--- config.mk ---
export PLATFORM = sky130hd
export DESIGN_NAME = vend_credit_fsm
export DESIGN_NICKNAME = d
export VERILOG_FILES = /design/src/rtl/vend_credit_fsm.sv
export SDC_FILE = /design/constraint.sdc
export NUM_CORES = 1
export LEC_CHECK = 0
export CAP_MARGIN = 10
export CORE_ASPECT_RATIO = 0.6
export CORE_UTILIZATION = 50
export CTS_CLUSTER_DIAMETER = 100
export DETAILED_ROUTE_END_ITERATION = 8
export PLACE_DENSITY = 0.87
export SLEW_MARGIN = 40
export SYNTH_ARGS = -nofsm -noshare
export SYNTH_HDL_FRONTEND = slang
export SYNTH_SLANG_ARGS = --single-unit
--- constraint.sdc ---
create_clock -name clk -period 3.9 [get_ports clk]
set_clock_uncertainty 0.2 [all_clocks]
set_input_delay 0.78 -clock clk [delete_from_list [all_inputs] [get_ports clk]]
set_output_delay 0.78 -clock clk [all_outputs]
set_load 0.02 [all_outputs]
--- src/rtl/vend_credit_fsm.sv ---
`default_nettype none
// ============================================================================
// Module      : vend_credit_fsm
// Description : Vending-machine front-end controller. Accepts coins, tracks
//               credit up to a ceiling, and on a select with enough credit
//               steps through VEND and (if a remainder exists) CHANGE.
//               Ports:
//                 clk, rst (sync, active-low)
//                 coin_valid, coin_val[1:0] : coin in (00=5,01=10,10=25,11=bad)
//                 select, cancel            : purchase / refund requests
//                 credit[CW-1:0]            : accumulated credit (registered)
//                 dispense, change_valid    : high while in VEND / CHANGE
//                 change_amt[CW-1:0]        : refund amount in CHANGE, else 0
//                 coin_reject               : pulse, cycle after a refused coin
//                 next_state                : pulse, first cycle of a new state
//                 state_bin[1:0]            : IDLE=0 COLLECT=1 VEND=2 CHANGE=3
// Revision    : 1.0 - initial release
// ============================================================================
module vend_credit_fsm #(
    parameter int PRICE      = 15,
    parameter int MAX_CREDIT = 35,
    parameter int CW         = 6
) (
    input  logic          clk,
    input  logic          rst,
    input  logic          coin_valid,
    input  logic [1:0]    coin_val,
    input  logic          select,
    input  logic          cancel,
    output logic [CW-1:0] credit,
    output logic          dispense,
    output logic          change_valid,
    output logic [CW-1:0] change_amt,
    output logic          coin_reject,
    output logic          next_state,
    output logic [1:0]    state_bin
);

    localparam logic [1:0]  c_IDLE    = 2'd0;
    localparam logic [1:0]  c_COLLECT = 2'd1;
    localparam logic [1:0]  c_VEND    = 2'd2;
    localparam logic [1:0]  c_CHANGE  = 2'd3;

    // Arithmetic is done one bit wider than the credit register so that the
    // ceiling compare can never be fooled by a wrapped sum.
    localparam logic [CW:0] c_PRICE   = (CW+1)'(PRICE);
    localparam logic [CW:0] c_MAX     = (CW+1)'(MAX_CREDIT);
    localparam logic [CW:0] c_COIN_5  = (CW+1)'(5);
    localparam logic [CW:0] c_COIN_10 = (CW+1)'(10);
    localparam logic [CW:0] c_COIN_25 = (CW+1)'(25);

    logic [1:0]    r_state;
    logic [CW-1:0] r_credit;
    logic          r_coin_reject;
    logic          r_next_state;

    logic [CW:0]   w_coin_amt;
    logic          w_coin_legal;
    logic [CW:0]   w_sum;
    logic [CW:0]   w_remain;
    logic [1:0]    w_state_nxt;
    logic [CW-1:0] w_credit_nxt;
    logic          w_reject_nxt;

    always_comb begin
        w_coin_legal = 1'b1;
        case (coin_val)
            2'b00:   w_coin_amt = c_COIN_5;
            2'b01:   w_coin_amt = c_COIN_10;
            2'b10:   w_coin_amt = c_COIN_25;
            default: begin
                w_coin_amt   = '0;
                w_coin_legal = 1'b0;
            end
        endcase
    end

    assign w_sum    = {1'b0, r_credit} + w_coin_amt;
    assign w_remain = {1'b0, r_credit} - c_PRICE;

    always_comb begin
        w_state_nxt  = r_state;
        w_credit_nxt = r_credit;
        w_reject_nxt = 1'b0;
        case (r_state)
            c_IDLE: begin
                if (coin_valid) begin
                    if (w_coin_legal) begin
                        w_credit_nxt = w_coin_amt[CW-1:0];
                        w_state_nxt  = c_COLLECT;
                    end else begin
                        w_reject_nxt = 1'b1;
                    end
                end
            end
            c_COLLECT: begin
                // cancel beats select beats coin; a coin that loses to a
                // winning cancel/select is refused rather than silently eaten.
                if (cancel) begin
                    w_state_nxt  = c_CHANGE;
                    w_reject_nxt = coin_valid;
                end else if (select && ({1'b0, r_credit} >= c_PRICE)) begin
                    w_state_nxt  = c_VEND;
                    w_reject_nxt = coin_valid;
                end else if (coin_valid) begin
                    if (w_coin_legal && (w_sum <= c_MAX)) begin
                        w_credit_nxt = w_sum[CW-1:0];
                    end else begin
                        w_reject_nxt = 1'b1;
                    end
                end
            end
            c_VEND: begin
                w_credit_nxt = w_remain[CW-1:0];
                w_state_nxt  = (w_remain != '0) ? c_CHANGE : c_IDLE;
                w_reject_nxt = coin_valid;
            end
            default: begin
                w_credit_nxt = '0;
                w_state_nxt  = c_IDLE;
                w_reject_nxt = coin_valid;
            end
        endcase
    end

    always_ff @(posedge clk) begin
        if (!rst) begin
            r_state       <= c_IDLE;
            r_credit      <= '0;
            r_coin_reject <= 1'b0;
            r_next_state  <= 1'b0;
        end else begin
            r_state       <= w_state_nxt;
            r_credit      <= w_credit_nxt;
            r_coin_reject <= w_reject_nxt;
            r_next_state  <= (w_state_nxt != r_state);
        end
    end

    // Status outputs are pure decodes of registered state, so they change
    // only at the clock edge.
    assign credit       = r_credit;
    assign state_bin    = r_state;
    assign dispense     = (r_state == c_VEND);
    assign change_valid = (r_state == c_CHANGE);
    assign change_amt   = (r_state == c_CHANGE) ? r_credit : '0;
    assign coin_reject  = r_coin_reject;
    assign next_state   = r_next_state;

endmodule
`default_nettype wire

# == After elaboration in Yosys (flattened, before gate mapping) ==
# Index checks and enable logic that the tools add are counted.
# totals
mem_count,0
ramBits,0
rom_bits,0
latchBits,0
word_cells,50
regBits,10
# op_classes
div_mod_pow,0
shifts,0
n_mux,23
n_eq_ne,12
magnitude_cmp,2
multipliers,0
addsub,2
reduce_logical,7
bitwise_logic,0
# ops
op,count
two-way mux 6 bit,7
one-hot mux 6 bit (3 select lines),1
one-hot mux 5 bit (3 select lines),1
"inequality test 2 bit, second input constant",6
two-way mux 2 bit,5
adder 6 x 7 -> 7 bit,1
"<= comparator 7 x 6 -> 1 bit, second input constant",1
two-way mux 1 bit,7
nonzero test 7 bit,1
"subtractor 6 x 4 -> 7 bit, second input constant",1
"== test 2 bit, second input constant",3
"greater-or-equal comparator 6 x 4 -> 1 bit, second input constant",1
one-hot mux 2 bit (3 select lines),1
AND reduction 6 bit,1
"== test 2 x 1 -> 1 bit, second input constant",2
logical NOT 2 bit,2
OR reduction 3 bit,1
logical AND 1 bit,2
inequality test 2 bit,1
one-hot mux 1 bit (2 select lines),1

# == Depth between registers and ports, before layout ==
# Gate-level depths: netlist (run 1).
# depth
word_depth,10
depth_mapped,13
ltp_nobuf,12

# == Least setup slack after synthesis (run 1) ==
# No wires, ideal clock.
# synth_path
kind,input to register
startpoint,input port coin_val[0]
endpoint,"register r_credit[0], in the netlist credit[0]"
setup_slack_ns,0.221
cell_stages,13
setup_time_ns,0.086
arrival_ns,3.394
path_buffers,1
path_cell_list,inv_1 > ha_1 > or2_2 > ha_1 > fa_1 > xor2_1 > xor2_1 > a31o_2 > a21oi_1 > or4_1 > buf_2 > and2_4 > a211oi_1
# synth_via
elab_chain_cells,8
elab_cells_between_ends,19
classes_between,1 x add/sub; 1 x order compare; 4 x eq/ne; 9 x mux; 4 x reduce/logical
# synth_rtl
element,line,rtl
"start, declared",27,"input logic [1:0] coin_val,"
branches (longest 8 deep; another with adder 6 x 7 -> 7 bit),-,
"end signal, assigned",134,r_credit <= w_credit_nxt;
"end, declared",53,logic [CW-1:0] r_credit;
# Several ways; the timed one is not identified. The select of a mux whose other input is x is not followed.
# A chain may end at the register's enable or synchronous reset.

# == Worst setup path after layout (run 1) ==
# layout_path
startpoint,input port coin_val[0]
endpoint,"register r_coin_reject, in the netlist coin_reject"
# layout_via
elab_chain_cells,10
elab_cells_between_ends,16
classes_between,1 x add/sub; 1 x order compare; 2 x eq/ne; 9 x mux; 3 x reduce/logical
# layout_rtl
element,line,rtl
"== test 2 bit, or another cell as far along",67,case (coin_val)
one-hot mux 5 bit (3 select lines),67,
adder 6 x 7 -> 7 bit,78,"assign w_sum = {1'b0, r_credit} + w_coin_amt;"
<= comparator 7 x 6 -> 1 bit,106,if (w_coin_legal && (w_sum <= c_MAX)) begin
logical AND 1 bit,106,
two-way mux 1 bit,106,
two-way mux 1 bit,105,end else if (coin_valid) begin
two-way mux 1 bit,102,"end else if (select && ({1'b0, r_credit} >= c_PRICE)) begin"
two-way mux 1 bit,99,if (cancel) begin
one-hot mux 1 bit (2 select lines) *,85,case (r_state)
"end signal, assigned",135,r_coin_reject <= w_reject_nxt;
"end, declared",54,logic r_coin_reject;
# Every way passes the cells marked *; elsewhere a longest branch is shown, timed or not.

==> results of run 1 <==
## final cells by class
| cell class | instances | area, um^2 |
|---|---|---|
| sequential | 10 | 200 |
| tap | 28 | 35.0 |
| inverter | 5 | 18.8 |
| fill | 124 | 339 |
| timing repair buffer | 45 | 415 |
| clock buffer | 4 | 55.1 |
| multi-input combinational | 128 | 918 |
## timing repair
item	4_1_cts	5_1_grt
pin swaps	3	5
resized for setup	8	10
setup endpoints to repair	7	7
setup buffers	1	4
## cell families after synthesis
kind of cell,count (synthesis),share of synthesized area [%]
and+or+nand+nor,64,29.5
AOI/OAI and AO/OA,43,25.7
buffers and inverters,16,6.28
adders and majority gates,10,11.7
DFF,10,17.6
xor gates and xnor gates,6,4.63
muxes,5,4.52
## final timing paths
path,start,endpoint,slack [ns],cells after the start
worst max-delay path,coin_val[0],coin_reject,0.27,13
worst min-delay path,credit[4],credit[4],0.43,2
worst max register to register,credit[0],coin_reject,0.85,9
worst min register to register,credit[4],credit[4],0.43,2
## routing by layer
layer  track usage, %  vias up  wire length (um)
li1                 -      636                 -
met1             41.6      642              1600
met2             53.7      106              1750
met5                0        -                 0
met3             11.5       17               482
met4             10.2        0               103
## synth_stat cells (all sizes together) (2+ instances only)
master and count:
nor2 15, a21oi 14, nand2 14, dfxtp 10, ha 9, and3 7, buf 7, a211oi 5
inv 5, nand3 5, o21ai 5, clkbuf 4, mux2i 4, nand2b 4, nor2b 4, nor3 4
xor2 4, a41oi 3, and2 3, o21a 3, a211o 2, a22oi 2, a31o 2, nand4 2
or2 2, xnor2 2
## worst max-delay path: stages
cell,delay [ns]
sky130_fd_sc_hd__dlymetal6s2s_1,0.13
sky130_fd_sc_hd__inv_2,0.07
sky130_fd_sc_hd__ha_1,0.20
sky130_fd_sc_hd__or2_2,0.31
sky130_fd_sc_hd__ha_2,0.20
sky130_fd_sc_hd__fa_2,0.39
sky130_fd_sc_hd__a21oi_2,0.16
sky130_fd_sc_hd__a31o_2,0.15
sky130_fd_sc_hd__mux2_2,0.17
sky130_fd_sc_hd__a21oi_2,0.06
sky130_fd_sc_hd__or4_4,0.56
sky130_fd_sc_hd__buf_4,0.17
sky130_fd_sc_hd__a31oi_1,0.22
## registers in the layout, indices dropped and copies added, names as in the netlist
register	flops
state_bin	2
coin_reject	1
credit	6
next_state	1
## where the power goes
group | leakage, nW | internal [W] | switching, W
sequential | 0.0822 | 0.000113 | 0.0000403
combinational | 0.570 | 0.000113 | 0.000117
clock | 0.0288 | 0.0000890 | 0.0000438
total | 0.681 | 0.000316 | 0.000201
## metrics by stage
| step | power (W) | utilization, % | std cells | setup TNS [ns] |
|---|---|---|---|---|
| floorplan | 0.000269 | - | 154 | 0 |
| global placement | 0.000340 | 74.6 | 211 | -1.76 |
| detailed placement | 0.000345 | 74.6 | 211 | -2.63 |
| CTS | 0.000492 | 79.9 | 216 | 0 |
| global route | 0.000541 | 82.9 | 220 | 0 |
| finish | 0.000517 | 82.9 | 220 | 0 |
==> results.md, run 1 <==
- The first detailed-routing pass took 5 iterations.
- For the worst setup path, the data arrival time is about 3.6 ns.
- Max-cap violations in this run came to 0.
- Summed over all instances, the cell type with the most area after synthesis is sky130_fd_sc_hd__dfxtp_1.
- After floorplanning, the core was divided into 12 placement rows.
- The synthesized netlist cell count is 154.
- For this design the static power due to leakage is between 0.6 and 0.7 nW.
- The total congestion overflow is 0.
- Once routing completed, OpenROAD measured the worst setup slack at around 0.27 ns.
- The run finished with clean final reports.
- Wires add up to 3.94 mm.
- The number of buffers inserted during clock tree synthesis is 3.
- The number of sinks handled by clock tree synthesis is 10.
- The die area is around 0.0025 mm^2.
- The launching element type of the critical path is a primary input.
- In the layout the commonest cells are 22 x sky130_fd_sc_hd__clkdlybuf4s50_1, 20 x sky130_fd_sc_hd__buf_4, 15 x sky130_fd_sc_hd__nor2_1.
- The wire length of the first global-routing pass is 5.93 mm.
- The count of synthesis-stage warnings from yosys is 0.
- In this run the deepest clock path goes through 2 buffers.
- The library cell used most frequently in the layout, excluding fill and tap cells, is sky130_fd_sc_hd__clkdlybuf4s50_1.
- Among all flip-flop cells after synthesis, the most frequent one is sky130_fd_sc_hd__dfxtp_1.
- The global placer's final weighted congestion is between 0.9 and 1.
- Ranked by total cell area, the synthesized netlist is headed by sky130_fd_sc_hd__dfxtp_1 18%, sky130_fd_sc_hd__ha_1 9.9%, sky130_fd_sc_hd__a21oi_1 5.7%.
- The number of slew-limit violations in the final report is 0.
- The share of synthesized area in the top cell type comes to between 10% and 20%.
- The largest net degree at the start of global routing is 25.
- The required time of the worst setup path is ~3.9 ns.
- Yosys mapped a number of flops with a built-in enable equal to 0.
- The power density normalized to cell area is 315 mW/mm^2.
- In this run the mean area of a mapped cell was 7.37 um^2.
- The number of hold-slack violations in the final timing report came to 0.
- Summing all placed instances gives a cell area of 0.00148 mm^2.
- The CTS tree is built.
- The sequential fraction of the synthesis area is around 18%.
- The worst hold path belongs to the class flip-flop to flip-flop.
- The kind of critical path is primary input to flip-flop.
- Headroom to the max-slew limit came out at ~47%.
- Once detail routing completed, the nets flagged for antenna violations numbered 0.
- The count of H-tree levels built during CTS is 1.
- The overall die width is 63.5 um.
- Setup repair after global routing left no endpoint under its margin.
- OpenSTA, run right after detailed placement, puts the worst setup slack at -0.458 ns.
- The count of vias placed by the detailed router is around 1,400.
- The height of the die is approximately 39 um.
- At the pin with the least slew margin, the transition time is 0.800 ns.
- Synthesis instantiated 46 different standard cells from the library.
- Clock latency on the worst-skew pair, taken at its later pin, is 0.24 ns.
- After routing the design area is 0.00164 mm^2.
- The final critical-path required period is 3.63 ns.
- The smallest hold slack is around 0.43 ns.
- In this run, the number of DRC markers left after iteration 0 of detailed routing was about 130.
- Timing would allow up to roughly 0.28 GHz.
- The global-route total usage across every layer is ~33%.
- The detailed-placement wirelength estimate is about 2.6 mm.
- The detailed-route wire length per cell is around 18 um.
- In the final layout, the share of cells above drive strength 1 is between 20 and 25%.
- The core outline area is 0.00198 mm^2.
- After detailed routing, the number of remaining DRC violations is 0.
- The post-synthesis net count is 171.
- The final critical path takes up slightly above 90% of the cycle.
- The starting utilization of the core area is 57.3%.
- The via-per-instance ratio is around 6.4.
- The fraction of registers with async set/reset is 0%.
- Buffers inserted to repair hold after CTS numbered 0.
- Setup violations remaining at the end of the flow were counted as 0.
- IR analysis of the VDD net gives a maximum drop of 0.000260 V.
- The cell sitting at the root of the clock tree is a sky130_fd_sc_hd__clkbuf_8.
- The worst setup path is captured at a flip-flop.
- Buffers placed on the I/O ports in this run total 24.
- The flip-flop and latch count after synthesis is 10.
- The number of global-route vias before repair is approximately 1,200.
- The cell area after synthesis is 0.00113 mm^2.
- The clock-pin slew reported for the worst setup and hold paths after clock tree synthesis is 0.05 ns.
- The peak fanout along the critical path is 5.
- The number of I/O pins is 25.
- The number of antenna diodes in the final layout is 0.
- The initial antenna violation count was 0.
- Compared with the post-synthesis result, the final layout area differs by 44.8%.
- In the final design database the tool counted 210 nets.
Power figures use the tool's default switching activity.
==> run 2, diff against run 1 <==
- CAP_MARGIN: 10 -> default
- CORE_UTILIZATION: 50 -> 45
- PLACE_DENSITY: 0.87 -> 0.8
- REMOVE_ABC_BUFFERS: default -> 1
==> results.md, run 2 (synthesis gave the netlist of run 1 again) <==
- The number of global-route vias before repair is 1,168 (-5.9%).
- The total buffers and inverters traversed by the critical path is 3 (unchanged).
- Setup repair after global routing left no endpoint under its margin.
- The setup path with the least slack is of type primary input to flip-flop.
- The number of hold-slack violations in the final timing report was 0 (unchanged).
- The final critical-path required period is 3.57 ns (-0.0532 ns).
- Broken down by cell family, the worst path's largest delay share belongs to adder cells.
- The required time of the worst setup path is 3.81 ns (-0.04 ns).
- The actual transition at the worst max-transition pin is 0.634 ns (-0.166 ns).
- The layout cell share with drive strength beyond 1 is 21.9% (-2.6 points).
- The leakage power of the design is 0.653 nW (-4.1%).
- The total length of routed wires is 3.78 mm (-4.0%).
- TritonCTS built the clock tree.
- The flow ran to the end, and the final reports show no timing, DRC or antenna violations.
- The total congestion overflow is 0 (unchanged).
- The power density normalized to cell area was 304 mW/mm^2 (-3.5%).
- The launching element type of the critical path is a primary input.
- The post-detailed-route count of antenna-violating nets is 0 (unchanged).
- The die area came to 0.00273 mm^2 (+11%).
- The highest-delay cell along the critical path is sky130_fd_sc_hd__or4_4.
- The number of sinks handled by clock tree synthesis is 10 (unchanged).
- The count of vias placed by the detailed router is 1,354 (-3.4%).
- The core outline area is 0.00228 mm^2 (+15%).
- The maximum clock rate was 0.280 GHz (+1.5%).
- The worst-case vdd ir drop is 0.000147 V (-43%).
- The detailed-placement wirelength estimate is 2.50 mm (-2.7%).
- The height of the die is 40.9 um (+5.1%).
- The most common cell after layout, fill and taps aside is sky130_fd_sc_hd__clkdlybuf4s50_1.
- The count of H-tree levels built during CTS is 1 (unchanged).
- The number of DRC violations after detailed-routing iteration 0 is 155 (+20%).
- The via-per-instance ratio is 6.24 (-2.0%).
- The port buffer count was 24 (unchanged).
- The antenna cell count is 0 (unchanged).
- The wire length of the first global-routing pass is 5.86 mm (-1.3%).
- The area overhead of the layout relative to synthesis is 40.5%.
- The CTS root buffer is sky130_fd_sc_hd__clkbuf_8.
- The total DRC errors in the routed layout came to 0 (unchanged).
- The initial antenna violation count is 0 (unchanged).
- The worst-case setup slack after placement is -0.405 ns (+0.0524 ns).
- The part of the cycle the worst path needs is 91.6% (-1.4 points).
- The overall power of the completed layout is 0.000484 W (-6.4%).
- The first-pass detailed-route iteration total is 4 (-1).
- The count of maximum capacitance violations was 0 (unchanged).
- The global placer's final weighted congestion is 0.919 (-3.1%).
- The headroom to the max-slew limit came to 57.7% (+11 points).
- The number of buffers between clock root and the deepest sink is 2 (unchanged).
- The insertion delay of the later-clocked pin in the worst-skew pair is 0.24 ns (about the same).
- The number of slew-limit violations in the final report came to 0 (unchanged).
- STA classifies the critical path endpoint as a flip-flop.
- The clock-pin slew reported for the worst setup and hold paths after clock tree synthesis was 0.05 ns (about the same).
- The overall die width is 66.8 um (+5.2%).
- The detailed-route wire length per cell is 17.4 um (-2.6%).
- The setup-violating endpoint count in the final report was 0 (unchanged).
- The path class of the tightest hold or removal check is flip-flop to flip-flop.
- The starting utilization of the core area was 49.8% (-7.4 points).
- The flip-flop count of the largest register, all copies and words added came to 6 (unchanged).
- The number of buffers inserted during clock tree synthesis is 3 (unchanged).
- The global-route total usage across every layer is 30.8% (-2.3 points).
- Leaving out fill and tap cells, the most frequent cells in the layout are 22 x sky130_fd_sc_hd__clkdlybuf4s50_1, 17 x sky130_fd_sc_hd__buf_4, 15 x sky130_fd_sc_hd__nor2_1.
- The largest net degree at the start of global routing is 25 (unchanged).
- The peak fanout along the critical path is 5 (unchanged).
- The number of standard-cell rows in the floorplan is 13 (+1).
- The post-layout worst setup margin is 0.328 ns (+0.0532 ns).
- The arrival time at the worst endpoint is 3.49 ns (-0.08 ns).
- The maximum single-stage delay on the critical path is 0.42 ns (-0.14 ns).
- The number of I/O pins is 25 (unchanged).
- The final-layout setup total negative slack was 0 ns (unchanged).
- Walking the worst path, the cells encountered are dlymetal6s2s_1 > inv_2 > ha_1 > or2_2 > ha_2 > fa_2 > xor2_2 > xor2_1 > a31o_2 > a21oi_2 > or4_4 > buf_4 > a21oi_2 > a211oi_2.
- Among the stages of the critical path, the cell type that occurs most often is sky130_fd_sc_hd__a21oi_2.
- The final net count is 206 (-1.9%).
[run 2: path summary, 6_finish.rpt]
| check | startpoint | end | slack, ns | cells after the start |
|---|---|---|---|---|
| setup reg to reg | credit[0] | credit[0] | 0.92 | 11 |
| hold reg to reg | credit[4] | credit[4] | 0.44 | 2 |
| hold / removal | credit[4] | credit[4] | 0.44 | 2 |
| setup / recovery | coin_val[0] | credit[0] | 0.33 | 14 |
[run 2: routing by layer]
metal / up-vias / global-route usage, % / share of wire, %
met5: - / 0 / 0
met4: 0 / 19.7 / 3.8
met3: 15 / 8.06 / 8.3
met2: 81 / 50.3 / 46
met1: 631 / 37.3 / 42
li1: 627 / - / -
[run 2: cell type report]
type                            instances  area [um^2]
Clock buffer                            3         41.3
Fill cell                             183          683
Inverter                                5         18.8
Multi-Input combinational cell        128          923
Sequential cell                        10          200
Tap cell                               30         37.5
Timing Repair Buffer                   41          373
[run 2: per-stage QoR]
step / instance area (um^2) / util [%] / hold WS [ns] / cells
after floorplan: 1080 / - / 0.411 / 143
after global placement: 1470 / 64.3 / 0.386 / 211
after detailed placement: 1470 / 64.3 / 0.386 / 211
after CTS: 1570 / 68.9 / 0.392 / 216
after global routing: 1590 / 70.0 / 0.465 / 217
final: 1590 / 70.0 / 0.442 / 217
[run 2: power by group]
part | internal [W] | switching, W
registers | 0.000113 | 0.0000346
clock network | 0.0000678 | 0.0000429
logic | 0.000106 | 0.000119
[run 2: timing repair]
item / in CTS / in global routing
endpoints found under the setup margin: 7 / 7
buffers inserted: 2 / 1
pin swaps: 4 / 6
resized for setup: 12 / 6
hold buffers: 0 / 0
[run 2: worst min-delay path: cells and delay by family (launching register included)]
kind | cells | cell delay (ns)
and+or+nand+nor | 1 | 0.11
DFF | 1 | 0.39
AOI/OAI and AO/OA | 1 | 0.08
==> run 3, diff against run 2 <==
- ABC_AREA: default -> 0
- SKIP_CTS_REPAIR_TIMING: default -> 1
==> results.md, run 3 (synthesis gave the netlist of run 1 again) <==
- TritonCTS built the clock tree.
- The maximum clock rate is 0.281 GHz (+0.44%).
- The insertion delay of the later-clocked pin in the worst-skew pair was 0.24 ns (about the same).
- The number of DRC violations after detailed-routing iteration 0 is 176 (+14%).
- The number of buffers inserted during clock tree synthesis is 3 (unchanged).
- The largest net degree at the start of global routing is 25 (unchanged).
- The number of standard-cell rows in the floorplan is 13 (unchanged).
- The clock-pin slew reported for the worst setup and hold paths after clock tree synthesis is 0.05 ns (about the same).
- The required time of the worst setup path is 3.81 ns (about the same).
- The arrival time at the worst endpoint is 3.47 ns (-0.02 ns).
- The total congestion overflow is 0 (unchanged).
- The power density normalized to cell area is 303 mW/mm^2 (-0.14%).
- The library cell used most frequently in the layout, excluding fill and tap cells, is sky130_fd_sc_hd__clkdlybuf4s50_1.
- The total DRC errors in the routed layout is 0 (unchanged).
- The critical path launch point is coin_val[0].
- Setup repair after global routing left no endpoint under its margin.
- The first-pass detailed-route iteration total is 4 (unchanged).
- The most numerous cell on the critical path is sky130_fd_sc_hd__a21oi_2.
- Traced cell by cell, the critical path runs through dlymetal6s2s_1 > inv_2 > ha_1 > or2_2 > ha_2 > fa_2 > xor2_2 > xor2_1 > a31o_2 > a21oi_2 > or4_4 > buf_4 > a21oi_2 > a211oi_1.
- The post-layout worst setup margin is 0.344 ns (+0.0157 ns).
- The maximum single-stage delay on the critical path was 0.42 ns (about the same).
- The wire length of the first global-routing pass is 5.47 mm (-6.6%).
- The root buffer cell chosen for the clock tree is sky130_fd_sc_hd__clkbuf_8.
- The core outline area is 0.00228 mm^2 (unchanged).
- The total length of routed wires came to 3.70 mm (-2.2%).
- The worst setup path is of the primary input to flip-flop kind.
- The via-per-instance ratio is 6.22 (-0.35%).
- The layout cell share with drive strength beyond 1 is 20.4% (-1.5 points).
- The number of sinks handled by clock tree synthesis is 10 (unchanged).
- The actual transition at the worst max-transition pin is 0.646 ns (+0.0119 ns).
- The worst-case vdd ir drop is 0.000134 V (-8.9%).
- The number of I/O pins was 25 (unchanged).
- Relative to the synthesized area, the layout overhead comes to 38.3%.
- The smallest hold slack is 0.399 ns (-0.0435 ns).
- The overall power of the completed layout is 0.000476 W (-1.7%).
- The starting utilization of the core area is 49.8% (unchanged).
- The worst-case setup slack after placement came to -0.405 ns (unchanged).
- The peak fanout along the critical path is 5 (unchanged).
- The global-route total usage across every layer was 28.4% (-2.4 points).
- The count of maximum capacitance violations is 0 (unchanged).
- The final-layout setup total negative slack is 0 ns (unchanged).
- The post-detailed-route count of antenna-violating nets is 0 (unchanged).
- The worst register-to-register path begins at credit[0].
- The number of fill cells in the layout was 188 (+2.7%).
- The initial antenna violation count came to 0 (unchanged).
- The antenna cell count came to 0 (unchanged).
- The count of H-tree levels built during CTS is 1 (unchanged).
- The number of global-route vias before repair came to 1,157 (-0.94%).
- The setup-violating endpoint count in the final report came to 0 (unchanged).
- The die area is 0.00273 mm^2 (unchanged).
- The path type of the worst min-delay path is flip-flop to flip-flop.
- The count of vias placed by the detailed router was 1,343 (-0.81%).
- The final critical-path required period came to 3.56 ns (-0.0157 ns).
- The highest-delay cell along the critical path is sky130_fd_sc_hd__or4_4.
- The number of hold-slack violations in the final timing report is 0 (unchanged).
- The leakage power of the design was 0.646 nW (-1.1%).
- STA classifies the critical path endpoint as a flip-flop.
- The number of buffers between clock root and the deepest sink came to 2 (unchanged).
- Leaving out fill and tap cells, the most frequent cells in the layout are 22 x sky130_fd_sc_hd__clkdlybuf4s50_1, 16 x sky130_fd_sc_hd__buf_4, 15 x sky130_fd_sc_hd__nor2_1.
- The overall die width came to 66.8 um (unchanged).
- The detailed-route wire length per cell is 17.1 um (-1.8%).
- The port buffer count is 24 (unchanged).
- The start point of the worst hold path is credit[4].
- The part of the cycle the worst path needs is 91.2% (-0.40 points).
- The flow ran to the end, and the final reports show no timing, DRC or antenna violations.
- The number of slew-limit violations in the final report is 0 (unchanged).
- The flip-flop count of the largest register, all copies and words added is 6 (unchanged).
- The headroom to the max-slew limit came to 56.9% (-0.79 points).
- The total placed instance area came to 0.00147 mm^2 (unchanged).
- The final net count is 205 (-0.49%).
- The detailed-placement wirelength estimate is 2.50 mm (unchanged).
- The launching element type of the critical path is a primary input.
- The finished layout cell area came to 0.00157 mm^2 (-1.6%).
- The height of the die was 40.9 um (unchanged).
- The global placer's final weighted congestion is 0.919 (unchanged).
-- run 3: path summary, 6_finish.rpt --
path	to	slack [ns]	cells past startpoint
worst min-delay path	credit[4]	0.40	2
worst max-delay path	credit[1]	0.34	14
worst min register to register	credit[4]	0.40	2
worst max register to register	credit[1]	0.95	11
-- run 3: worst max-delay path: cells and delay by family --
family	cells	cell delay [ns]
buffers and inverters	3	0.36
AND/OR/NAND/NOR	2	0.73
AO/OA/AOI/OAI	4	0.37
adder cells (fa/ha/maj)	3	0.81
XOR/XNOR	2	0.40
-- run 3: where the power goes --
part	leakage [nW]	switching, W	internal, W
sequential	0.0822	0.0000350	0.000113
clock	0.0216	0.0000425	0.0000678
combinational	0.542	0.000114	0.000103
total	0.646	0.000192	0.000284
-- run 3: layout make-up --
type,count,area [um^2],area share (%)
clock buffer,3,41.3,2.63
multi-input combinational,128,906,57.7
inverter,5,18.8,1.20
sequential,10,200,12.8
tap,30,37.5,2.39
timing repair buffer,40,365,23.3
-- run 3: stage by stage --
| stage | util [%] | instances |
|---|---|---|
| floorplan | - | 143 |
| global placement | 64.3 | 211 |
| detailed placement | 64.3 | 211 |
| CTS | 66.2 | 214 |
| global route | 68.9 | 216 |
| finish | 68.9 | 216 |
-- run 3: per-layer routing --
metal	global-route usage, %	share of wire (%)	up-vias
met2	49.2	45	95
met1	34.5	40	603
met5	0	0	-
met3	6.94	11	22
met4	12.8	3.5	0
li1	-	-	623
